$ cat config.mk
export PLATFORM = sky130hd
export DESIGN_NAME = data_mem_arbiter
export DESIGN_NICKNAME = d
export VERILOG_FILES = /design/src/rtl/data_mem_pkg.sv /design/src/rtl/data_mem_arbiter_starve_counter.sv /design/src/rtl/data_mem_arbiter.sv
export SDC_FILE = /design/constraint.sdc
export NUM_CORES = 1
export LEC_CHECK = 0
export CAP_MARGIN = 20
export CELL_PAD_IN_SITES_DETAIL_PLACEMENT = 1
export CELL_PAD_IN_SITES_GLOBAL_PLACEMENT = 2
export CORE_MARGIN = 10
export CORE_UTILIZATION = 10
export DETAILED_ROUTE_END_ITERATION = 10
export HOLD_SLACK_MARGIN = 0.08
export PLACE_DENSITY = 0.83
export SYNTH_ARGS = -nofsm -noshare
export SYNTH_HDL_FRONTEND = slang
export SYNTH_HIERARCHICAL = 1
export SYNTH_SLANG_ARGS = --single-unit
$ cat constraint.sdc
create_clock -name clk -period 2.75 [get_ports clk]
set_clock_uncertainty 0.05 [all_clocks]
set_input_delay 0.55 -clock clk [delete_from_list [all_inputs] [get_ports clk]]
set_output_delay 0.55 -clock clk [all_outputs]
set_load 0.005 [all_outputs]
$ cat src/rtl/data_mem_pkg.sv
// Shared types and defaults for the data-memory arbiter: read-owner encoding,
// default bus widths and the starvation counter width.
package data_mem_pkg;
   typedef enum logic [1:0] {
      OWN_NONE = 2'd0,
      OWN_CPU  = 2'd1,
      OWN_IO   = 2'd2
   } own_e;

   localparam int ADDR_W_DEF   = 16;
   localparam int DATA_W_DEF   = 16;
   localparam int STARVE_CNT_W = 4;
endpackage

$ cat src/rtl/data_mem_arbiter_starve_counter.sv
// Saturating up-counter with synchronous clear; counts consecutive cycles the
// I/O requester has been denied.
module starve_counter #(
   parameter int MAX = 4,
   parameter int W   = 4
) (
   input  logic         i_clk,
   input  logic         i_rst_n,
   input  logic         i_inc,
   input  logic         i_clr,
   output logic [W-1:0] o_cnt
);
   localparam logic [W-1:0] LIM = W'(MAX);

   logic [W-1:0] r_cnt;

   always_ff @(posedge i_clk or negedge i_rst_n) begin
      if (!i_rst_n)                  r_cnt <= '0;
      else if (i_clr)                r_cnt <= '0;
      else if (i_inc && r_cnt < LIM) r_cnt <= r_cnt + 1'b1;
   end

   assign o_cnt = r_cnt;
endmodule

$ cat src/rtl/data_mem_arbiter.sv
// Single-port data RAM arbiter between the CPU memory stage and a secondary
// I/O requester; CPU has priority until I/O has been denied STARVE_MAX cycles.
module data_mem_arbiter
   import data_mem_pkg::*;
#(
   parameter int ADDR_W     = ADDR_W_DEF,
   parameter int DATA_W     = DATA_W_DEF,
   parameter int STARVE_MAX = 4
) (
   input  logic              clk,
   input  logic              rst_n,
   input  logic              cpu_req,
   input  logic              cpu_we,
   input  logic [ADDR_W-1:0] cpu_addr,
   input  logic [DATA_W-1:0] cpu_wdata,
   input  logic              cpu_halt,
   output logic              cpu_stall,
   output logic [DATA_W-1:0] cpu_rdata,
   output logic              cpu_rvalid,
   input  logic              io_req,
   input  logic              io_we,
   input  logic [ADDR_W-1:0] io_addr,
   input  logic [DATA_W-1:0] io_wdata,
   output logic              io_gnt,
   output logic [DATA_W-1:0] io_rdata,
   output logic              io_rvalid,
   output logic              ram_en,
   output logic              ram_we,
   output logic [ADDR_W-1:0] ram_addr,
   output logic [DATA_W-1:0] ram_wdata,
   input  logic [DATA_W-1:0] ram_rdata
);
   localparam logic [STARVE_CNT_W-1:0] STARVE_LIM = STARVE_CNT_W'(STARVE_MAX);

   logic                    w_cpu_v;
   logic                    w_cpu_gnt;
   logic                    w_io_gnt;
   logic [STARVE_CNT_W-1:0] w_starve_cnt;
   own_e                    w_rd_own_nxt;
   own_e                    r_rd_own;

   assign w_cpu_v   = cpu_req & ~cpu_halt;
   assign w_cpu_gnt = w_cpu_v && (w_starve_cnt < STARVE_LIM);
   assign w_io_gnt  = ~w_cpu_gnt & io_req;

   assign cpu_stall = w_cpu_v & w_io_gnt;
   assign io_gnt    = w_io_gnt;

   starve_counter #(
      .MAX (STARVE_MAX),
      .W   (STARVE_CNT_W)
   ) u_starve (
      .i_clk   (clk),
      .i_rst_n (rst_n),
      .i_inc   (io_req & ~w_io_gnt),
      .i_clr   (w_io_gnt | ~io_req),
      .o_cnt   (w_starve_cnt)
   );

   // Grants still resolve during reset, but the RAM is never enabled then.
   always_comb begin
      ram_en       = 1'b0;
      ram_we       = 1'b0;
      ram_addr     = '0;
      ram_wdata    = '0;
      w_rd_own_nxt = OWN_NONE;
      if (w_cpu_gnt) begin
         ram_en    = rst_n;
         ram_we    = cpu_we;
         ram_addr  = cpu_addr;
         ram_wdata = cpu_wdata;
         if (!cpu_we) w_rd_own_nxt = OWN_CPU;
      end else if (w_io_gnt) begin
         ram_en    = rst_n;
         ram_we    = io_we;
         ram_addr  = io_addr;
         ram_wdata = io_wdata;
         if (!io_we) w_rd_own_nxt = OWN_IO;
      end
   end

   always_ff @(posedge clk or negedge rst_n) begin
      if (!rst_n) r_rd_own <= OWN_NONE;
      else        r_rd_own <= w_rd_own_nxt;
   end

   assign cpu_rvalid = (r_rd_own == OWN_CPU);
   assign io_rvalid  = (r_rd_own == OWN_IO);
   assign cpu_rdata  = cpu_rvalid ? ram_rdata : '0;
   assign io_rdata   = io_rvalid  ? ram_rdata : '0;
endmodule
==> results.cfg <==
[detailed_routing]
via_count = 1795
remaining_drc_errors = 0
viasPerCell = 3.62
drt_first_iter_violations = 14
dr.pass1.iters = 3
drtAntennaViolNets = 0
wire_per_inst_um = 15.4
totalWireLength_mm = 7.62

[final_layout]
fillers = 1384
num_antenna_cells = 0
finish.utilization_pct = 28.0
layout.nets = 443
layout-drive-gt1-share_pct = 19.3
area_growth_syn_to_layout_pct = 175
final_cell_area_um2 = 3200

[min_path]
hold_class = flop to flop
min_to = u_starve/o_cnt[1]
hold_start = u_starve/o_cnt[1]
hold_depth = 2

[global_routing]
grt_pass1_vias = 2127
grtUsageMet3_pct = 5.17
gr-usage-all-layers_pct = 8.84
grt-busiest-layer = met2
grt_max_degree = 23
grt_first_pass_wirelength_mm = 11.9
grtUsageMet2_pct = 14.7
grt_antenna_before_repair = 0
gr-usage-met1_pct = 9.40
grt_overflow = 0

[yosys]
avgSynthCellArea_um2 = 6.81
ys_warn_count = 6
seq_area_frac_synth_pct = 12.9
synth-main-ff-cell = dfrtp_1
netlist_area_um2 = 1160
synth_edf_count = 0
ys_async_sr_fraction_pct = 100
synth_cells = 171
synth_fp_nets = 259
yosysUniqueCellTypes = 19
yosys_register_bits = 6

[worst_setup_path]
criticalPathCategory = primary input to output pin
reg2reg_from = u_starve/o_cnt[2]
r2r_cells = 7
crit_fanout = 5
worstSetupEndpointType = output pin
r2r_setup_slack_ps = 390
crit_path_start_kind = primary input
cp.required_ps = 2150
cp_data_arrival_time_ps = 2080
regToRegEndpoint = u_starve/o_cnt[0]

[outcome]
status = finished clean

[clock_network]
clock_sinks = 6
htreeDepth = 1
clock_latency_ps = 230
ctsHoldBuffers = 0
clk_path_buf_depth = 2
clk_pin_slew_worst_paths_ps = 30
cts_tree = yes
clock-root-buffer = clkbuf_16
numCtsBuffers = 3

[floorplan]
io_pins = 157
start_util_pct = 10.2
die_h_um = 128
die_w_um = 128
rows = 39
die_area_um2 = 16400
core_um2 = 11400

[place]
io_buffers = 156
dpl-instance-area_um2 = 2970
gp_routability_congestion = 0.732
pre_cts_slack_ps = -703
place_hpwl_mm = 6.33

[power]
p_int_uw = 532
p_comb_share_pct = 54.0
power.leakage_nw = 1.62
power_frac_seq_pct = 12.7
pwr-share-clk_pct = 33.3
p_total_uw = 716
p_sw_uw = 184
sw_frac_of_total_pct = 25.7
ir_worst_vdd_v = 0.000120
p_per_area_nw_per_um2 = 224

[sta]
period_needed_ps = 2680
slew_violations = 0
setup_viol = 0
rsz0062_at_grt = false
hold-worst-slack_ps = 519
slew_headroom_pct = 80.8
timing.final.hold_violations = 0
finalWorstSetupSlack_ps = 67.0
final.period_utilization_pct = 97.6
worstMarginPinSlew_ps = 288
max_freq_mhz = 373

[run]
cap_violations = 0
flip-flops by register name, indices dropped and copies added (netlist names):
signal	flops
r_rd_own	2
u_starve/o_cnt	4
repair_timing:
| action | in CTS | in global routing |
|---|---|---|
| buffers inserted | 16 | 0 |
| pin swaps | 1 | 1 |
| hold endpoints to repair | 0 | 0 |
| gates cloned | 3 | 0 |
| gates resized for setup | 119 | 6 |
| endpoints found under the setup margin | 36 | 17 |
through the flow:
step	TNS [ps]	std cells
after floorplan	0	171
after global placement	-18790	474
after detailed placement	-20170	474
after CTS	0	496
after global routing	0	496
final	0	496
metal layers:
metal | vias to the layer above | wire length [um]
li1 | 888 | -
met1 | 775 | 2990
met2 | 128 | 3350
met3 | 4 | 1210
met4 | 0 | 73
met5 | - | 0
worst max-delay path: stages:
cell,delay [ps]
dlygate4sd2_1,210
or4b_4,590
buf_16,180
buf_4,130
mux2i_1,160
clkdlybuf4s15_1,230
cell usage in the layout, fill, tap and decap left out, types with 2 or more instances in the layout:
cell	synthesis	final
clkbuf_16	0	3
clkdlybuf4s50_1	0	119
nand2b_1	2	2
nor2_1	4	4
buf_16	0	3
inv_1	35	35
dlygate4sd2_1	0	6
dfrtp_1	6	6
nor2b_1	4	4
buf_2	0	19
buf_6	4	2
clkdlybuf4s15_2	0	4
clkdlybuf4s15_1	0	6
nand2_1	34	34
clkbuf_2	0	2
buf_4	0	25
mux2i_4	0	2
and2_1	32	32
buf_12	0	3
mux2i_1	34	31
synthesized netlist by cell type, types with 2 or more instances:
| cell | count | area share (%) |
|---|---|---|
| and2_1 | 32 | 17 |
| buf_6 | 4 | 3.9 |
| clkbuf_1 | 6 | 1.9 |
| dfrtp_1 | 6 | 13 |
| inv_1 | 35 | 11 |
| mux2i_1 | 34 | 29 |
| nand2_1 | 34 | 11 |
| nand2b_1 | 2 | 1.1 |
| nor2_1 | 4 | 1.3 |
| nor2b_1 | 4 | 2.1 |
| nor4b_1 | 2 | 1.5 |
cell families (layout without fill, tap and decap cells):
family,Yosys count,in the layout,share of synthesized area [%]
and+or+nand+nor,82,82,37.7
buffers and inverters,45,227,17.1
AOI/OAI and AO/OA,2,2,1.07
muxes,35,35,30.2
DFF,6,6,12.9
adders and majority gates,1,1,1.07
power groups by stage:
stage               combinational [mW]  sequential, mW  clock, mW
floorplan                        0.104          0.0919          0
global placement                 0.373          0.0920          0
detailed placement               0.380          0.0922          0
CTS                              0.397          0.0911      0.243
global route                     0.422          0.0913      0.248
finish                           0.386          0.0911      0.239
final cells by class:
| class | count | area, um^2 | share of cell area (%) |
|---|---|---|---|
| Multi-Input combinational cell | 120 | 858 | 26.8 |
| Tap cell | 143 | 179 | 5.59 |
| Sequential cell | 6 | 150 | 4.69 |
| Timing Repair Buffer | 189 | 1810 | 56.5 |
| Clock buffer | 3 | 75.1 | 2.35 |
| Inverter | 35 | 131 | 4.10 |
worst max path at each step:
stage,start,to,slack (ps)
after floorplan,cpu_halt,u_starve/o_cnt[0],540
after global placement,cpu_halt,ram_wdata[12],-660
after detailed placement,cpu_halt,ram_wdata[12],-700
after CTS,cpu_halt,ram_addr[14],20
after global routing,cpu_req,ram_addr[2],0.5
final,cpu_req,ram_addr[11],70
No activity file was read; power rests on OpenSTA's default activity.
